**config.mk**
```make
export PLATFORM = sky130hd
export DESIGN_NAME = controller_gen2
export DESIGN_NICKNAME = d
export VERILOG_FILES = /design/src/rtl/controller_gen2.sv
export SDC_FILE = /design/constraint.sdc
export NUM_CORES = 1
export LEC_CHECK = 0
export ABC_AREA = 0
export ABC_CLOCK_PERIOD_IN_PS = 1750
export CORE_MARGIN = 2
export CORE_UTILIZATION = 25
export CTS_CLUSTER_DIAMETER = 100
export DETAILED_ROUTE_END_ITERATION = 12
export GPL_TIMING_DRIVEN = 1
export HOLD_SLACK_MARGIN = 0.02
export PLACE_DENSITY_LB_ADDON = 0.12
export SLEW_MARGIN = 20
export SYNTH_ARGS = -nofsm -noshare
export SYNTH_HDL_FRONTEND = slang
export SYNTH_SLANG_ARGS = --single-unit
export TNS_END_PERCENT = 20
```
**constraint.sdc**
```tcl
create_clock -name clk -period 1.75 [get_ports clk]
set_input_delay 0.35 -clock clk [delete_from_list [all_inputs] [get_ports clk]]
set_output_delay 0.35 -clock clk [all_outputs]
set_load 0.005 [all_outputs]
```
**src/rtl/controller_gen2.sv**
```systemverilog
// Instruction-sequencing controller for the 8-phase RISC CPU.
// Optional macro CTRL_READY_EN: stretched fetch phases also wait for mem_ready.
module controller_gen2 #(
    parameter int unsigned OPCODE_W = 3,
    parameter int unsigned MEM_WAIT = 0
) (
    input  logic                clk,
    input  logic                rst,
    input  logic [OPCODE_W-1:0] opcode,
    input  logic                is_zero,
    input  logic                mem_ready,
    input  logic                resume,
    output logic                sel,
    output logic                rd,
    output logic                ld_ir,
    output logic                halt,
    output logic                inc_pc,
    output logic                ld_ac,
    output logic                ld_pc,
    output logic                wr,
    output logic                data_e,
    output logic [3:0]          state,
    output logic                illegal
);

    typedef enum logic [3:0] {
        INST_ADDR  = 4'd0,
        INST_FETCH = 4'd1,
        INST_LOAD  = 4'd2,
        IDLE       = 4'd3,
        OP_ADDR    = 4'd4,
        OP_FETCH   = 4'd5,
        ALU_OP     = 4'd6,
        STORE      = 4'd7,
        HALTED     = 4'd8
    } state_e;

    localparam logic [2:0] WAIT_INIT = 3'(MEM_WAIT);

    state_e     state_q, state_d;
    logic [2:0] cnt_q, cnt_d;
    logic       illegal_q, illegal_d;

    logic [2:0] op_w;
    logic       hlt_w, skz_w, jmp_w, sto_w, aluop_w, ill_w, ready_w;

    assign op_w    = opcode[2:0];
    assign hlt_w   = (op_w == 3'd0);
    assign skz_w   = (op_w == 3'd1);
    assign sto_w   = (op_w == 3'd6);
    assign jmp_w   = (op_w == 3'd7);
    assign aluop_w = (op_w == 3'd2) || (op_w == 3'd3) || (op_w == 3'd4) || (op_w == 3'd5);

    generate
        if (OPCODE_W > 3) begin : g_ill
            assign ill_w = |opcode[OPCODE_W-1:3];
        end else begin : g_no_ill
            assign ill_w = 1'b0;
        end
    endgenerate

`ifdef CTRL_READY_EN
    assign ready_w = mem_ready;
`else
    // mem_ready has no effect in this build; OR-ing keeps the port referenced.
    assign ready_w = mem_ready | 1'b1;
`endif

    always_ff @(posedge clk or posedge rst) begin
        if (rst) begin
            state_q   <= INST_ADDR;
            cnt_q     <= '0;
            illegal_q <= 1'b0;
        end else begin
            state_q   <= state_d;
            cnt_q     <= cnt_d;
            illegal_q <= illegal_d;
        end
    end

    always_comb begin
        state_d   = state_q;
        cnt_d     = cnt_q;
        illegal_d = illegal_q;
        case (state_q)
            INST_ADDR: begin
                state_d = INST_FETCH;
                cnt_d   = WAIT_INIT;
            end
            INST_FETCH: begin
                if (cnt_q != '0) begin
                    cnt_d = cnt_q - 3'd1;
                end else if (ready_w) begin
                    state_d = INST_LOAD;
                end
            end
            INST_LOAD: state_d = IDLE;
            IDLE:      state_d = OP_ADDR;
            OP_ADDR: begin
                if (hlt_w || ill_w) begin
                    state_d   = HALTED;
                    illegal_d = ill_w;
                end else begin
                    state_d = OP_FETCH;
                    cnt_d   = aluop_w ? WAIT_INIT : '0;
                end
            end
            // Only ALU-type instructions read memory here, so only they stretch.
            OP_FETCH: begin
                if (!aluop_w) begin
                    state_d = ALU_OP;
                end else if (cnt_q != '0) begin
                    cnt_d = cnt_q - 3'd1;
                end else if (ready_w) begin
                    state_d = ALU_OP;
                end
            end
            ALU_OP: state_d = STORE;
            STORE:  state_d = INST_ADDR;
            HALTED: begin
                if (resume) begin
                    state_d   = INST_ADDR;
                    illegal_d = 1'b0;
                end
            end
            default: state_d = INST_ADDR;
        endcase
    end

    always_comb begin
        sel    = 1'b0;
        rd     = 1'b0;
        ld_ir  = 1'b0;
        halt   = 1'b0;
        inc_pc = 1'b0;
        ld_ac  = 1'b0;
        ld_pc  = 1'b0;
        wr     = 1'b0;
        data_e = 1'b0;
        case (state_q)
            INST_ADDR: sel = 1'b1;
            INST_FETCH: begin
                sel = 1'b1;
                rd  = 1'b1;
            end
            INST_LOAD, IDLE: begin
                sel   = 1'b1;
                rd    = 1'b1;
                ld_ir = 1'b1;
            end
            OP_ADDR: begin
                inc_pc = 1'b1;
                halt   = hlt_w | ill_w;
            end
            OP_FETCH: rd = aluop_w;
            ALU_OP: begin
                rd     = aluop_w;
                inc_pc = skz_w & is_zero;
                ld_pc  = jmp_w;
                data_e = sto_w;
            end
            STORE: begin
                rd     = aluop_w;
                ld_ac  = aluop_w;
                ld_pc  = jmp_w;
                wr     = sto_w;
                data_e = sto_w;
            end
            HALTED: halt = 1'b1;
            default: ;
        endcase
    end

    assign state   = state_q;
    assign illegal = illegal_q;

endmodule

```
# == After elaboration in Yosys (flattened, before gate mapping) ==
# Cells that the tools add are included.
# totals
register_bits,8
latch_bits,0
mem_bits_rw,0
rom_bits,0
input_bits,8
elab_cells,64
memories,0
# op_classes
addsub,1
multipliers,0
div_mod_pow,0
n_lt_le_gt_ge,0
eq_ne,21
shifts,0
n_mux,22
bitwise_logic,1
n_reduce_logical,16
# op_table
op,count
$pmux W4 S8,1
$mux W4,5
$eq A4 B3 Y1 const B,4
$eq A3 B3 Y1 const B,4
$pmux W3 S4,1
$ne A2 B2 Y1 const B,5
$mux W3,3
$reduce_and A3 Y1,3
$eq A4 B2 Y1 const B,2
$mux W1,8
$pmux W1 S2,4
$eq A3 B2 Y1 const B,2
$reduce_or A3 Y1,2
$eq A4 B1 Y1 const B,1
$eq A4 B4 Y1 const B,1
$logic_not A4 Y1,1
$reduce_bool A4 Y1,1
$reduce_or A2 Y1,2
$reduce_or A4 Y1,1
$eq A3 B1 Y1 const B,1
$logic_not A3 Y1,1
$logic_or A1 B1 Y1,3
$ne A3 B3 Y1 const B,1
$reduce_bool A3 Y1,1
3 further kinds,3

# == Logic depth before layout (Yosys ltp) ==
# Gate-level depths: netlist of the first run.
# depth
depth_word,6
ltp_mapped,6
mapped_depth_nobuf,6

# == Worst setup path after synthesis of the first run ==
# Ideal clock, no wire load.
# synth_timing
kind,register to output
start,"register state_q[2], in the netlist state[2]"
end,output port wr
t_arrival_ps,1196
path_slack_ps,204
stages_incl_launch_ff,6
path_cell_list,dfrtp_1 -> clkbuf_1 -> and2b_1 -> nand4_1 -> nor2_1 -> and2_1
# synth_between
elab_chain_len,2
# synth_rtl
element,line_no,rtl
"start, declared",40,"state_e state_q, state_d;"
"start signal, assigned",75,state_q <= state_d;
$eq A4 B3 Y1,140,case (state_q)
$mux W1,140,
"end, declared",20,"output logic wr,"
# No other way between the ends.

# == Worst setup path after layout of the first run ==
# layout_timing
start,"register state_q[3], in the netlist state[3]"
end,output port wr
# Same word-level chain as after synthesis.

==> flow_summary.ini, run 1 <==
[sta]
setup_viol = 2
clock_skew_ns = 0.00120
rsz0062_at_grt = yes
finalMaxSlewViolations = 0
fmax_mhz = 564
fin_crit_ns = 1.77
fin_ws_ns = -0.0220
period_share_pct = 101
hold_violations = 0

[cells_and_area]
antenna_cells = 0
multi_input_area_um2 = 352
regArea_um2 = 176
drive_gt1_share_pct = 41.0
nNetsFinal = 111
final_cells = 127
n_fill_cell = 220
synthToLayoutAreaGrowth_pct = 70.8
post-route-util_pct = 45.4

[die]
die_area_mm2 = 0.00249
fp.dieH_um = 49.9
rows = 16
num_io_pins = 22
die_x_um = 49.9
start_util_pct = 26.6
core-area_mm2 = 0.00198

[critical_path]
worstSetupStartpointType = flop
cpMaxStageDelayCell = dfrtp_1
required_ns = 1.40
path_class = flop to primary output
crit_path_max_incr_delay_ns = 0.37
setup.worst_path.end_class = primary output
crit_buf_inv = 2
cp_top_family = simple AND/OR/NAND/NOR gates
worstPathArrival_ns = 1.42
crit_chain = and2b_1, nand4_1, buf_4, nor2_4, and2_1, buf_2
crit_fanout = 2

[cts]
numCtsBuffers = 3
cts.reportedPaths.clkPinSlew_ns = 0.05
root_buffer = clkbuf_4
cts_sinks = 7
clk_path_buf_depth = 2
cts_tree = yes
cts_max_level = 1
clk_latency_ns = 0.25
cts_hold_buf = 0

[synth]
syn_inst = 63
yosysTopAreaCell = dfrtp_1
syn_nets = 73
synth.area.top_cells = dfrtp_1 (33%), a211oi_1 (5.7%), ha_1 (4.8%)
synth_common_cells = dfrtp_1 (7), nor2_1 (6), a211oi_1 (4), inv_1 (4), nor3_1 (4)
synth_edf_count = 0
synth.most_common_cell = dfrtp_1
syn-cell-area_um2 = 527
synth_cell_types = 29
yosys_warnings = 0
synthFlopType = dfrtp_1
async_flop_share_pct = 100
synth-seq-area-share_pct = 33.3
synth_top_area_share_pct = 33.3
avgSynthCellArea_um2 = 8.36
ys_ff_latch = 7

[route]
drt_iter0_markers = 4
wl_per_cell_um = 11.1
route.antenna.remaining_nets = 0
drc = 0
drt_pass1_iterations = 3
vias = 583
route.detailed.vias_per_inst = 4.59
drt_wl_total_um = 1410

[power_and_ir_drop]
seq_power_share_pct = 22.8
internal_power_mw = 0.678
powerDensity_mw_per_mm2 = 1210
total_power_mw = 1.09
cellLeakagePower_nw = 0.400
comb_power_share_pct = 63.3
p_switching_mw = 0.409
swShare_pct = 37.7
clockPowerShare_pct = 13.9
ir_drop_v = 0.000679

[outcome]
outcome = complete, but fails checks
violations = negative setup slack

[place]
place_inst = 121
io_buffers = 19
dp_hpwl_um = 1110
gp_congestion = 0.711

[global_routing]
grt_usage_pct = 13.5
grt_pass1_vias = 573
grt_pass1_wl_um = 2510
antenna_found_initial = 0
grt_overflow_total = 0
grt_max_degree = 8

[hold_path]
hp-class = input port to asynchronous set/reset pin

[flow_run]
max_cap_viol_count = 0
-- flip-flops by register name (all words and copies together) (netlist names) --
signal and flops:
state 4, cnt_q 3
-- through the flow --
| stage | area (um2) | setup WS (ns) | hold slack [ns] | TNS, ns |
|---|---|---|---|---|
| after floorplan | 527 | 0.204 | 0.153 | 0 |
| after global placement | 848 | -0.446 | 0.479 | -3.17 |
| final | 900 | -0.0220 | 0.339 | -0.0405 |
| after CTS | 903 | -0.177 | 0.348 | -0.225 |
| after detailed placement | 848 | -0.434 | 0.481 | -3.28 |
| after global routing | 900 | -0.141 | 0.369 | -0.466 |
-- routing by layer --
metal,up-vias,part of all wire (%),global-route usage (%)
li1,293,-,-
met1,262,45,16.6
met2,23,46,21.1
met3,5,6.0,3.33
met4,0,2.5,8.33
met5,-,0,0
-- area by class of cell --
cell class / instances / area share (%)
Multi-Input combinational cell: 47 / 39.1
Sequential cell: 7 / 19.6
Timing Repair Buffer: 38 / 33.0
Inverter: 4 / 1.67
Clock buffer: 4 / 2.92
Tap cell: 27 / 3.76
-- cell families after synthesis --
family                     synth area share, %
xor gates and xnor gates                  3.33
AOI/OAI and AO/OA                         21.1
muxes                                     2.14
DFF                                       33.3
and+or+nand+nor                           26.1
buffers and inverters                     8.55
adders and majority gates                 4.75
other                                    0.712
-- final timing paths --
path / from / endpoint / slack (ns) / cells after the start
setup / recovery: state[3] / wr / -0.02 / 6
hold reg to reg: cnt_q[1] / cnt_q[1] / 0.50 / 1
max in group asynchronous: rst / state[1] / 1.17 / 2
setup reg to reg: state[3] / cnt_q[2] / 0.07 / 6
min in group clk: cnt_q[1] / cnt_q[1] / 0.50 / 1
hold / removal: rst / cnt_q[2] / 0.34 / 2
-- power by group through the flow --
stage | clock [mW] | combinational [mW] | sequential [mW]
floorplan | 0 | 0.295 | 0.232
global placement | 0 | 0.687 | 0.248
detailed placement | 0 | 0.690 | 0.248
CTS | 0.156 | 0.709 | 0.246
global route | 0.168 | 0.774 | 0.255
finish | 0.151 | 0.689 | 0.247
-- cells in the final DEF (no fill, tap or decap), types with 4 or more instances in the layout --
master           instances
buf_4                   20
clkdlybuf4s50_1          7
dfrtp_1                  6
nor2_1                   4
inv_1                    4
dlygate4sd2_1            4
-- timing repair --
action                                  4_1_cts  5_1_grt
buffers inserted                              1        1
resized for setup                            31       10
pin swaps                                     3        2
cloned                                        0        0
endpoints found under the setup margin        9       12
(Power assumes the default switching activity.)
==> run 2, diff against run 1 <==
--- a/config.mk
+++ b/config.mk
@@ -11,10 +11,9 @@
 export CORE_UTILIZATION = 25
 export CTS_CLUSTER_DIAMETER = 100
 export DETAILED_ROUTE_END_ITERATION = 12
-export GPL_TIMING_DRIVEN = 1
 export HOLD_SLACK_MARGIN = 0.02
 export PLACE_DENSITY_LB_ADDON = 0.12
-export SLEW_MARGIN = 20
+export SLEW_MARGIN = 40
 export SYNTH_ARGS = -nofsm -noshare
 export SYNTH_HDL_FRONTEND = slang
 export SYNTH_SLANG_ARGS = --single-unit
==> results of run 2 <==
Final layout, timing and power as in run 1 (identical DEF).
==> run 3, diff against run 2 <==
--- a/config.mk
+++ b/config.mk
@@ -13,6 +13,7 @@
 export DETAILED_ROUTE_END_ITERATION = 12
 export HOLD_SLACK_MARGIN = 0.02
 export PLACE_DENSITY_LB_ADDON = 0.12
+export SKIP_LAST_GASP = 1
 export SLEW_MARGIN = 40
 export SYNTH_ARGS = -nofsm -noshare
 export SYNTH_HDL_FRONTEND = slang
==> flow_summary.ini, run 3 (same netlist as run 1, synthesis figures left out) <==
[cts]
cts_max_level = 1
cts_sinks = 7
root_buffer = clkbuf_4
cts_tree = yes
cts_hold_buf = 0
clk_path_buf_depth = 2
cts.reportedPaths.clkPinSlew_ns = 0.05
clk_latency_ns = 0.25
numCtsBuffers = 3

[critical_path]
cpMaxStageDelayCell = dfrtp_1
crit_path_max_incr_delay_ns = 0.40
worstPathArrival_ns = 1.43
required_ns = 1.40
setup.worst_path.end_class = primary output
r2r_start = cnt_q[0]
crit_chain = buf_4, or2b_1, a21boi_0, dlygate4sd2_1
path_class = flop to primary output
r2r_slack_ns = 0.06
r2r_cells = 6
reg2reg_to = cnt_q[0]
worstSetupStartpointType = flop
crit_fanout = 3

[route]
vias = 567
drt_pass1_iterations = 3
route.detailed.vias_per_inst = 4.46
wl_per_cell_um = 10.7
drt_iter0_markers = 5
drc = 0
route.antenna.remaining_nets = 0
drt_wl_total_um = 1360

[power_and_ir_drop]
powerDensity_mw_per_mm2 = 1190
swShare_pct = 36.5
p_switching_mw = 0.384
internal_power_mw = 0.667
ir_drop_v = 0.000679
cellLeakagePower_nw = 0.410
comb_power_share_pct = 62.5
seq_power_share_pct = 23.4
clockPowerShare_pct = 14.0

[sta]
period_share_pct = 102
finalMaxSlewViolations = 0
fin_ws_ns = -0.0321
rsz0062_at_grt = yes
fin_crit_ns = 1.78
fmax_mhz = 561
setup_viol = 5
clock_skew_ns = 0.00368
hold_violations = 0

[global_routing]
antenna_found_initial = 0
grt_max_degree = 8
grt_util_met2_pct = 19.8
grtUsageMet1_pct = 16.6
grt_usage_pct = 13.2
grtUsageMet3_pct = 3.33
grt_pass1_wl_um = 2420
busiest_layer = met2
grt_overflow_total = 0
grt_pass1_vias = 567

[die]
die_area_mm2 = 0.00249
rows = 16
num_io_pins = 22
core-area_mm2 = 0.00198
die_x_um = 49.9
fp.dieH_um = 49.9
start_util_pct = 26.6

[place]
place_ws_ns = -0.434
place_area_um2 = 848
dp_hpwl_um = 1110
io_buffers = 19
gp_congestion = 0.711

[outcome]
violations = negative setup slack
outcome = complete, but fails checks

[cells_and_area]
nNetsFinal = 111
largest_reg_flops = 4
drive_gt1_share_pct = 30.0
stdcell_area_um2 = 882
final_cell_mix = buf_4 (19), dlygate4sd2_1 (8), dfrtp_1 (7), clkdlybuf4s50_1 (7)
mostFrequentLayoutCell = buf_4
antenna_cells = 0
synthToLayoutAreaGrowth_pct = 67.5

[hold_path]
hp-class = input port to asynchronous set/reset pin

[flow_run]
max_cap_viol_count = 0
==> run 3: power groups by stage <==
stage	Combinational, mW	Clock (mW)	Sequential, mW
after detailed placement	0.690	0	0.248
after global placement	0.687	0	0.248
final	0.658	0.148	0.247
after global routing	0.745	0.170	0.252
after floorplan	0.295	0	0.232
after CTS	0.666	0.156	0.246
==> run 3: timing repair <==
| action | CTS | global route |
|---|---|---|
| pin swaps | 2 | 1 |
| resized for setup | 13 | 9 |
| endpoints found under the setup margin | 9 | 12 |
| buffers inserted | 1 | 1 |
==> run 3: worst max path at each step <==
| stage | endpoint | startpoint | cells past startpoint | slack (ns) |
|---|---|---|---|---|
| detailed placement | halt | opcode[0] | 5 | -0.43 |
| finish | halt | state[2] | 4 | -0.03 |
| global placement | halt | opcode[0] | 5 | -0.45 |
| floorplan | wr | state[2] | 5 | 0.20 |
| global route | rd | state[2] | 4 | -0.16 |
| CTS | wr | state[3] | 6 | -0.23 |
==> run 3: cell type report <==
class	count	area, um2
Timing Repair Buffer	38	310
Fill cell	220	1100
Clock buffer	4	26.3
Sequential cell	7	175
Multi-Input combinational cell	47	322
Tap cell	27	33.8
Inverter	4	15.0
==> run 3: metrics by stage <==
| stage | total power, mW | hold slack, ns | utilization, % | setup TNS [ns] | std cells |
|---|---|---|---|---|---|
| finish | 1.05 | 0.342 | 44.5 | -0.124 | 127 |
| global route | 1.17 | 0.369 | 44.5 | -1.18 | 127 |
| CTS | 1.07 | 0.348 | 44.2 | -0.853 | 126 |
| detailed placement | 0.938 | 0.481 | 42.8 | -3.28 | 121 |
| global placement | 0.935 | 0.479 | 42.8 | -3.17 | 121 |
| floorplan | 0.527 | 0.153 | - | 0 | 63 |
==> run 3: critical path: cells and delay by family (launching register included) <==
| kind | cells | cell delay [ns] |
|---|---|---|
| DFF | 1 | 0.40 |
| AOI/OAI and AO/OA | 1 | 0.16 |
| buffers and inverters | 2 | 0.40 |
| and+or+nand+nor | 1 | 0.22 |
==> run 3: routing by layer <==
metal	wire length, um	part of all wire (%)	vias to the layer above
li1	-	-	293
met5	0	0	-
met4	12	0.88	0
met2	609	45	20
met1	645	48	252
met3	90	6.6	2
